## src/rtl/mem_lsu_if.sv

```systemverilog
// Bundles the LSU request/response handshake and the data-memory port.
// slave is the LSU side; master is the core plus memory side.
interface mem_lsu_if #(
    parameter int unsigned ADDR_W = 8
);
    logic              req_valid;
    logic              req_ready;
    logic              req_we;
    logic [1:0]        req_size;
    logic              req_unsigned;
    logic [ADDR_W-1:0] req_addr;
    logic [31:0]       req_wdata;
    logic              rsp_valid;
    logic [31:0]       rsp_rdata;
    logic              rsp_err;
    logic [ADDR_W-3:0] mem_addr;
    logic [31:0]       mem_wdata;
    logic              mem_we;
    logic [31:0]       mem_rdata;

    modport slave (
        input  req_valid, req_we, req_size, req_unsigned, req_addr, req_wdata, mem_rdata,
        output req_ready, rsp_valid, rsp_rdata, rsp_err, mem_addr, mem_wdata, mem_we
    );

    modport master (
        output req_valid, req_we, req_size, req_unsigned, req_addr, req_wdata, mem_rdata,
        input  req_ready, rsp_valid, rsp_rdata, rsp_err, mem_addr, mem_wdata, mem_we
    );
endinterface

```

## src/rtl/mem_lsu.sv

```systemverilog
// Byte/half/word load-store unit in front of a word-organised memory; sub-word stores use RMW.
// Define LSU_MISALIGN_EXC_EN to flag misaligned half/word accesses via rsp_err instead of masking.
module mem_lsu #(
    parameter int unsigned ADDR_W = 8
) (
    input logic      clk,
    input logic      reset,
    mem_lsu_if.slave bus
);
    typedef enum logic [2:0] {StIdle, StLoad, StRmwRd, StWrite, StResp} state_e;

    state_e            state_q, state_d;
    logic [1:0]        size_q, size_d;
    logic              uns_q, uns_d;
    logic [1:0]        lo_q, lo_d;
    logic [ADDR_W-3:0] waddr_q, waddr_d;
    logic [31:0]       wdata_q, wdata_d;
    logic [31:0]       rdata_q, rdata_d;
    logic              err_q, err_d;

    logic              misalign;
    logic [7:0]        byte_sel;
    logic [15:0]       half_sel;
    logic [31:0]       load_val;
    logic [31:0]       merge_val;

`ifdef LSU_MISALIGN_EXC_EN
    // Size 11 decodes as word, so req_size[1] alone selects the word check.
    assign misalign = bus.req_size[1] ? (bus.req_addr[1:0] != 2'b00)
                                      : (bus.req_size[0] & bus.req_addr[0]);
`else
    assign misalign = 1'b0;
`endif

    assign byte_sel = bus.mem_rdata[{lo_q, 3'b000} +: 8];
    assign half_sel = lo_q[1] ? bus.mem_rdata[31:16] : bus.mem_rdata[15:0];

    always_comb begin
        load_val = bus.mem_rdata;
        case (size_q)
            2'b00:   load_val = {{24{~uns_q & byte_sel[7]}}, byte_sel};
            2'b01:   load_val = {{16{~uns_q & half_sel[15]}}, half_sel};
            default: load_val = bus.mem_rdata;
        endcase
    end

    // wdata_q carries the raw store data until the RMW read folds it into the memory word.
    always_comb begin
        merge_val = bus.mem_rdata;
        if (size_q == 2'b00) begin
            merge_val[{lo_q, 3'b000} +: 8] = wdata_q[7:0];
        end else begin
            merge_val[{lo_q[1], 4'b0000} +: 16] = wdata_q[15:0];
        end
    end

    always_comb begin
        state_d = state_q;
        size_d  = size_q;
        uns_d   = uns_q;
        lo_d    = lo_q;
        waddr_d = waddr_q;
        wdata_d = wdata_q;
        rdata_d = rdata_q;
        err_d   = err_q;
        unique case (state_q)
            StIdle: begin
                if (bus.req_valid) begin
                    size_d  = bus.req_size;
                    uns_d   = bus.req_unsigned;
                    lo_d    = bus.req_addr[1:0];
                    waddr_d = bus.req_addr[ADDR_W-1:2];
                    wdata_d = bus.req_wdata;
                    if (misalign) begin
                        rdata_d = 32'h0;
                        err_d   = 1'b1;
                        state_d = StResp;
                    end else if (!bus.req_we) begin
                        state_d = StLoad;
                    end else if (bus.req_size[1]) begin
                        state_d = StWrite;
                    end else begin
                        state_d = StRmwRd;
                    end
                end
            end
            StLoad: begin
                rdata_d = load_val;
                err_d   = 1'b0;
                state_d = StResp;
            end
            StRmwRd: begin
                wdata_d = merge_val;
                state_d = StWrite;
            end
            StWrite: begin
                rdata_d = 32'h0;
                err_d   = 1'b0;
                state_d = StResp;
            end
            StResp:  state_d = StIdle;
            default: state_d = StIdle;
        endcase
    end

    always_ff @(posedge clk or posedge reset) begin
        if (reset) begin
            state_q <= StIdle;
            size_q  <= 2'b00;
            uns_q   <= 1'b0;
            lo_q    <= 2'b00;
            waddr_q <= '0;
            wdata_q <= 32'h0;
            rdata_q <= 32'h0;
            err_q   <= 1'b0;
        end else begin
            state_q <= state_d;
            size_q  <= size_d;
            uns_q   <= uns_d;
            lo_q    <= lo_d;
            waddr_q <= waddr_d;
            wdata_q <= wdata_d;
            rdata_q <= rdata_d;
            err_q   <= err_d;
        end
    end

    assign bus.req_ready = (state_q == StIdle);
    assign bus.rsp_valid = (state_q == StResp);
    assign bus.rsp_rdata = rdata_q;
    assign bus.rsp_err   = err_q;
    assign bus.mem_addr  = waddr_q;
    assign bus.mem_wdata = wdata_q;
    assign bus.mem_we    = (state_q == StWrite);
endmodule

```

## src/flat_wrapper.sv

```systemverilog
// flat-port wrapper written by rule: the top's interface ports become plain ports
module mem_lsu_flat 
#(
    parameter int unsigned ADDR_W = 8
)
  (clk, reset, bus_req_valid, bus_req_we, bus_req_size, bus_req_unsigned, bus_req_addr, bus_req_wdata, bus_mem_rdata, bus_req_ready, bus_rsp_valid, bus_rsp_rdata, bus_rsp_err, bus_mem_addr, bus_mem_wdata, bus_mem_we);
  mem_lsu_if #(.ADDR_W(ADDR_W)) bus_i ();
  input logic clk;
  input logic reset;
  input wire logic [$bits(bus_i.req_valid)-1:0] bus_req_valid;
  input wire logic [$bits(bus_i.req_we)-1:0] bus_req_we;
  input wire logic [$bits(bus_i.req_size)-1:0] bus_req_size;
  input wire logic [$bits(bus_i.req_unsigned)-1:0] bus_req_unsigned;
  input wire logic [$bits(bus_i.req_addr)-1:0] bus_req_addr;
  input wire logic [$bits(bus_i.req_wdata)-1:0] bus_req_wdata;
  input wire logic [$bits(bus_i.mem_rdata)-1:0] bus_mem_rdata;
  output wire logic [$bits(bus_i.req_ready)-1:0] bus_req_ready;
  output wire logic [$bits(bus_i.rsp_valid)-1:0] bus_rsp_valid;
  output wire logic [$bits(bus_i.rsp_rdata)-1:0] bus_rsp_rdata;
  output wire logic [$bits(bus_i.rsp_err)-1:0] bus_rsp_err;
  output wire logic [$bits(bus_i.mem_addr)-1:0] bus_mem_addr;
  output wire logic [$bits(bus_i.mem_wdata)-1:0] bus_mem_wdata;
  output wire logic [$bits(bus_i.mem_we)-1:0] bus_mem_we;
  assign bus_i.req_valid = bus_req_valid;
  assign bus_i.req_we = bus_req_we;
  assign bus_i.req_size = bus_req_size;
  assign bus_i.req_unsigned = bus_req_unsigned;
  assign bus_i.req_addr = bus_req_addr;
  assign bus_i.req_wdata = bus_req_wdata;
  assign bus_i.mem_rdata = bus_mem_rdata;
  assign bus_req_ready = bus_i.req_ready;
  assign bus_rsp_valid = bus_i.rsp_valid;
  assign bus_rsp_rdata = bus_i.rsp_rdata;
  assign bus_rsp_err = bus_i.rsp_err;
  assign bus_mem_addr = bus_i.mem_addr;
  assign bus_mem_wdata = bus_i.mem_wdata;
  assign bus_mem_we = bus_i.mem_we;
  mem_lsu #(.ADDR_W(ADDR_W)) u_core (.clk(clk), .reset(reset), .bus(bus_i));
endmodule
```

## config.mk

```make
export PLATFORM = sky130hd
export DESIGN_NAME = mem_lsu_flat
export DESIGN_NICKNAME = d
export VERILOG_FILES = /design/src/rtl/mem_lsu_if.sv /design/src/rtl/mem_lsu.sv /design/src/flat_wrapper.sv
export SDC_FILE = /design/constraint.sdc
export NUM_CORES = 1
export LEC_CHECK = 0
export ABC_AREA = 1
export CAP_MARGIN = 20
export CORE_UTILIZATION = 25
export DETAILED_ROUTE_END_ITERATION = 7
export PLACE_DENSITY = 0.58
export SKIP_LAST_GASP = 1
export SYNTH_ARGS = -nofsm -noshare
export SYNTH_HDL_FRONTEND = slang
export SYNTH_SLANG_ARGS = --single-unit
```

## constraint.sdc

```tcl
create_clock -name clk -period 3.17 [get_ports clk]
set_input_delay 0.7925 -clock clk [delete_from_list [all_inputs] [get_ports clk]]
set_output_delay 0.7925 -clock clk [all_outputs]
set_load 0.02 [all_outputs]
```

Word level (Yosys, flattened, before mapping):

Cells that the tools add are included.
Widths: inputs -> output; s select.

* register bits after elaboration: 78
* bits of input ports: 79
* output and inout bits: 74
* logic and storage cells: 42

* add/subtract/negate cells: 2
* equal/unequal tests: 6
* shifts and indexed selects: 5
* muxes and demuxes: 12
* bitwise gates (word level): 3
* reduce and logical (&&, ||, !) cells: 7

Operator list (number)
* $pmux 32 s2: 3
* $bwmux 32: 2
* $mux 32: 2
* $shift 16x7->32 const A: 1
* $shift 8x7->32 const A: 1
* $shiftx 16x7->32: 1
* $shiftx 32x6->8: 1
* $shiftx 8x7->32: 1
* $mux 16: 1
* $neg 5->7: 2
* $pmux 3 s3: 1
* $eq 3x2->1 const B: 2
* $mux 3: 2
* $reduce_and 2->1: 2
* $reduce_bool 2->1: 2
* $eq 3x1->1 const B: 1
* $eq 3x3->1 const B: 1
* $logic_not 3->1: 1
* $and 1x1->1: 2
* $eq 2x1->1 const B: 1
* $logic_not 2->1: 1
* $ne 2x2->1 const B: 1
* $reduce_or 2->1: 1
* $mux 1: 1
* $not 1->1: 1

Logic depth before layout (Yosys ltp):

Gate-level depths: netlist (run 1).

* word-level depth: 5
* depth in mapped cells: 12
* gate-level depth less buffers: 9

Worst setup path after synthesis (run 1):

OpenSTA, ideal clock, no wires.

* kind: reg2reg
* start point: reg u_core.lo_q[1]
* end point: reg u_core.wdata_q[30], in the netlist u_core.bus.mem_wdata[30]
* setup time: 0.117 ns
* data arrival time: 1.856 ns
* data required time: 3.053 ns
* path slack: 1.196 ns
* cell stages (with the launch flop): 13
* path buffers: 3
* clock period less this slack: 1.974 ns
* cells stage by stage: dfrtp_1 -> inv_2 -> buf_6 -> clkbuf_1 -> ha_1 -> inv_1 -> buf_2 -> nand3_1 -> nor2_1 -> o21ai_0 -> nand3_1 -> nand2_1 -> nand2_1

* word-level cells in the longest chain between the ends: 5
* elaborated cells on any way between the ends: 10
* classes of those cells: add/sub (2); shift (4); mux (4)

Ends and longest elaborated chain
* start: declaration: RTL line mem_lsu.sv:15 `logic [1:0] lo_q, lo_d;`
* start signal: assignment: RTL line mem_lsu.sv:120 `lo_q <= lo_d;`
* $neg 5->7, on equally long branches: RTL line mem_lsu.sv:53, mem_lsu.sv:51
* $shiftx 16x7->32 (tied with other cells): RTL line mem_lsu.sv:53 `merge_val[{lo_q[1], 4'b0000} +: 16] = wdata_q[15:0];`
* $bwmux 32, on equally long branches: RTL line mem_lsu.sv:53, mem_lsu.sv:51
* $mux 32 (*): RTL line mem_lsu.sv:50 `if (size_q == 2'b00) begin`
* $pmux 32 s2 (*): RTL line mem_lsu.sv:66 `unique case (state_q)`
* end signal: assignment: RTL line mem_lsu.sv:122 `wdata_q <= wdata_d;`
* end: declaration: RTL line mem_lsu.sv:17 `logic [31:0] wdata_q, wdata_d;`

Mark *: on every way between the ends. The rest lies on a longest branch, timed or not.
A chain may end at the register's enable or synchronous reset.

Worst setup path in the final report (run 1):

* start point: reg u_core.state_q[1]
* end point: out bus_req_ready

* word-level cells in the longest chain between the ends: 1

Ends and longest elaborated chain
* start: declaration: RTL line mem_lsu.sv:12 `state_e state_q, state_d;`
* start signal: assignment: RTL line mem_lsu.sv:108 `state_q <= StIdle;`
* start signal: assignment: RTL line mem_lsu.sv:117 `state_q <= state_d;`
* $logic_not 3->1: RTL line mem_lsu.sv:128 `assign bus.req_ready = (state_q == StIdle);`
* end: declaration: RTL line flat_wrapper.sv:17 `output wire logic [$bits(bus_i.req_ready)-1:0] bus_req_ready;`

No other way between the ends.

==> results of run 1 <==
## area by class of cell
type	count	area, µm²	share of cell area (%)
Timing Repair Buffer	161	1600	23.1
Clock inverter	3	17.5	0.253
Inverter	58	219	3.16
Sequential cell	78	1950	28.2
Multi-Input combinational cell	576	2540	36.7
Tap cell	260	325	4.70
Clock buffer	13	270	3.91
## registers in the layout, summed over array words and instances, names as in the netlist
register,cells
u_core.state_q,3
u_core.bus.mem_wdata,32
u_core.uns_q,1
u_core.bus.mem_addr,6
u_core.bus.rsp_rdata,32
u_core.size_q,2
u_core.lo_q,2
## power breakdown
group / internal [W] / switching (W) / leakage, nW
clock network: 0.000592 / 0.000422 / 0.142
logic: 0.00158 / 0.00261 / 2.23
registers: 0.00146 / 0.000376 / 0.975
## stage by stage
step | cell area, µm² | setup WS (ns)
5_1_grt | 6920 | 0.499
3_3_place_gp | 6630 | 0.642
4_1_cts | 6920 | 0.684
6_report | 6920 | 0.684
3_5_place_dp | 6630 | 0.617
2_1_floorplan | 4890 | 0.382
## layer usage
layer  track usage [%]  up-vias
li1                  -     2633
met1              24.8     2379
met2              27.6      198
met3              5.87       24
met4              5.77        0
met5                 0        -
## path summary, 6_finish.rpt
check                                         startpoint                  endpoint  slack (ns)
worst max register to register            u_core.lo_q[0]   u_core.bus.mem_wdata[6]        0.76
worst min register to register  u_core.bus.rsp_rdata[10]  u_core.bus.rsp_rdata[10]        0.48
max in group asynchronous                          reset  u_core.bus.mem_wdata[27]        1.66
min in group asynchronous                          reset  u_core.bus.rsp_rdata[20]        0.85
worst min-delay path            u_core.bus.rsp_rdata[10]  u_core.bus.rsp_rdata[10]        0.48
worst max-delay path                   u_core.state_q[1]             bus_req_ready        0.68
## synth_stat cells, types with 10 or more instances
library cell,count,area share [%]
a21oi_1,44,4.5
buf_2,11,1.1
nand2_1,355,27
dfrtp_1,78,40
nor2_1,36,2.8
o21ai_0,37,3.8
o22ai_1,10,1.3
clkbuf_1,19,1.5
inv_1,52,4.0
nand3_1,49,5.0
## cell families (layout without fill, tap and decap cells)
| group | Yosys count | count (layout) | share of synthesized area [%] |
|---|---|---|---|
| simple gates | 462 | 462 | 38.6 |
| compound gates | 108 | 108 | 12.0 |
| buf+inv | 95 | 235 | 8.19 |
| flops | 78 | 78 | 39.9 |
| fa+ha+maj | 5 | 5 | 1.28 |
| other cells | 1 | 1 | 0.0767 |
## critical path, stage by stage, from the launching register on
cell and delay, ns:
dfrtp_1 0.43, nor2_1 0.14, nand2_1 0.09, inv_1 0.09, clkdlybuf4s50_1 0.61
==> flow_summary.ini, run 1 <==
[sta]
skew_ns = 0.00858
worst_pin_slew_ns = 0.959
timing.final.hold_violations = 0
final_max_slew_viol_count = 0
period_share_pct = 78.4
holdWs_ns = 0.475
fin_tns_setup_ns = 0
fin_crit_ns = 2.49
slew_headroom_pct = 36.0
fmax_mhz = 402
rsz0062_at_grt = false
finalSetupViolCount = 0

[synth]
yosysWarnings = 0
yosysSeqAreaShare_pct = 39.9
yosysUniqueCellTypes = 31
synth_edf_count = 0
avgSynthCellArea_um2 = 6.53
syn-instance-count = 749
syn_area_um2 = 4890
async_reset_ff_share_pct = 100
syn_nets = 833
synth_ff_type = dfrtp_1
synth-seq-cells = 78

[cells_and_area]
fin_nets = 968
diodes = 0
fin_cells = 1149
final_util_pct = 36.5
fillerInstances = 2057
area_delta_synth_final_pct = 41.5
drive_above_1_share_pct = 5.62
final_cell_mix = nand2_1, clkdlybuf4s50_1, dfrtp_1
final_common_cell = nand2_1

[setup_path]
cp-start-kind = flip-flop
rr_worst_depth = 8
cp.arrival_ns = 1.69
critPathMaxFanout = 4
critPathKind = reg -> out
crit_path_end_kind = output port
worstPathRequired_ns = 2.38

[die]
dieArea_um2 = 20100
start_util_pct = 25.8
core_region_area_um2 = 19000
ioPinCount = 153
die_w_um = 142
fp.dieH_um = 142
rows = 50

[clock_tree]
ctsResizeCount = 0
clk_latency_ns = 0.35
hold_buffers = 0
ctsHtreeMaxLevel = 3
postCtsSetupRepairBufs = 0
cts_tree = built
clock_path_buffers = 2
root_buffer = clkbuf_16
cts.sinks = 78
cts_buffers = 9
clk_pin_slew_ns = 0.06

[routing]
ant_nets = 0
drc_errors = 0
wl_met1_mm = 8.14
avgViaCountPerCell = 4.56
routed.top_layer = met4
wire_per_inst_um = 15.6
route.met3.wl_mm = 1.49
met2_length_mm = 7.88
dr.pass1.iters = 6
route.vias.total = 5234
wl_mm = 17.9
initialDrtViolationCount = 457

[global_route]
grt_pass1_vias = 4943
grt_overflow = 0
track_usage_pct = 18.3
antenna_found_initial = 0
grt_pass1_wl_mm = 27.6
grt_max_degree = 43

[placed_design]
routabilityCongestion = 0.871
dp.final_hpwl_mm = 13.9
io_buffer_count = 151
placed_cells = 1133

[hold_path]
min_path_cells = 2
min_path_type = reg -> reg

[power_and_ir_drop]
pwr_density_cell_nw_per_um2 = 1020
p_leak_nw = 3.35
power.total_w = 0.00703
peakVddDrop_v = 0.000523

[flow_run]
cap_violations = 0

[run_status]
run_status = completed
Power figures use the tool's default switching activity.
==> run 2, diff against run 1 <==
clock period = 2.6 ns   (was 3.17 ns; I/O delays follow)
==> flow_summary.ini, run 2 (same netlist as run 1, synthesis figures left out) <==
[run_status]
run_status = completed

[cells_and_area]
area_delta_synth_final_pct = 42.3
final_common_cell = nand2_1
diodes = 0
fillerInstances = 2068
seq_area_um2 = 1950
final_util_pct = 36.7
final_cell_mix = nand2_1, clkdlybuf4s50_1, dfrtp_1
fin_nets = 974
fin_cells = 1153
drive_above_1_share_pct = 6.16
multiInputGateArea_um2 = 2540

[global_route]
grt_pass1_vias = 4920
grt_pass1_wl_mm = 27.5
grt_max_degree = 79
antenna_found_initial = 0
grt_overflow = 0
track_usage_pct = 18.1

[die]
ioPinCount = 153
dieArea_um2 = 20100
die_w_um = 142
rows = 50
fp.dieH_um = 142
start_util_pct = 25.8
core_region_area_um2 = 19000

[placed_design]
routabilityCongestion = 0.907
placed_cells = 1139
dp.final_hpwl_mm = 13.9
io_buffer_count = 151

[clock_tree]
cts_buffers = 9
clk_latency_ns = 0.34
root_buffer = clkbuf_16
ctsResizeCount = 0
ctsHtreeMaxLevel = 3
clk_pin_slew_ns = 0.06
cts_tree = built
postCtsSetupRepairBufs = 0
cts.sinks = 78
hold_buffers = 0
clock_path_buffers = 2

[sta]
rsz0062_at_grt = false
slew_headroom_pct = 58.9
period_share_pct = 90.9
skew_ns = 0.0101
finalSetupViolCount = 0
worst_pin_slew_ns = 0.615
fmax_mhz = 423
fin_tns_setup_ns = 0
fin_crit_ns = 2.36
timing.final.hold_violations = 0
final_max_slew_viol_count = 0

[setup_path]
critPathKind = reg -> out
critPathMaxFanout = 4
worstPathRequired_ns = 1.95
cp.arrival_ns = 1.71
cp-start-kind = flip-flop
crit_path_end_kind = output port

[flow_run]
cap_violations = 0

[routing]
dr.pass1.iters = 5
drc_errors = 0
ant_nets = 0
initialDrtViolationCount = 385
route.vias.total = 5218
wl_mm = 17.8
avgViaCountPerCell = 4.53
wire_per_inst_um = 15.4

[hold_path]
min_path_type = reg -> reg

[power_and_ir_drop]
pwr_density_cell_nw_per_um2 = 1240
peakVddDrop_v = 0.000528
p_leak_nw = 3.37
power.total_w = 0.00864
run 2: final timing paths:
path                            slack (ns)                        to                startpoint  cells past startpoint
worst max register to register        0.52  u_core.bus.mem_wdata[15]            u_core.lo_q[1]                      9
worst max-delay path                  0.24             bus_req_ready         u_core.state_q[1]                      4
worst min register to register        0.48  u_core.bus.mem_wdata[23]  u_core.bus.mem_wdata[23]                      2
max in group asynchronous             1.46    u_core.bus.mem_addr[3]                     reset                      3
min in group asynchronous             0.72    u_core.bus.mem_addr[2]                     reset                      3
worst min-delay path                  0.48  u_core.bus.mem_wdata[23]  u_core.bus.mem_wdata[23]                      2
run 2: layout make-up:
cell class                      count  share of cell area [%]
Clock buffer                        9                    3.24
Clock inverter                      5                   0.755
Inverter                           58                    3.18
Multi-Input combinational cell    576                    36.5
Sequential cell                    78                    28.1
Tap cell                          260                    4.68
Timing Repair Buffer              167                    23.6
run 2: critical path, cell delays in order, from the launching register on:
cell and delay, ns:
dfrtp_1 0.43, nor2_1 0.15, nand2_1 0.09, inv_1 0.09, clkdlybuf4s50_1 0.61
run 2: report_power, final:
group / switching, W / internal (W) / leakage, nW
Clock: 0.000512 / 0.000728 / 0.137
Sequential: 0.000444 / 0.00178 / 0.975
Combinational: 0.00320 / 0.00199 / 2.26
Total: 0.00415 / 0.00449 / 3.37
run 2: metrics by stage:
| step | instance area (µm²) | worst slack (ns) | hold slack, ns |
|---|---|---|---|
| CTS | 6960 | 0.225 | 0.481 |
| detailed placement | 6680 | 0.488 | 0.464 |
| global placement | 6680 | 0.504 | 0.465 |
| global route | 6960 | 0.163 | 0.498 |
| floorplan | 4890 | 0.626 | 0.475 |
| finish | 6960 | 0.237 | 0.476 |
run 2: layer usage:
metal | track usage, % | routed length [µm] | up-vias
li1 | - | - | 2637
met1 | 24.5 | 8140 | 2342
met2 | 27.7 | 7850 | 215
met3 | 4.83 | 1360 | 24
met4 | 6.68 | 467 | 0
met5 | 0 | 0 | -
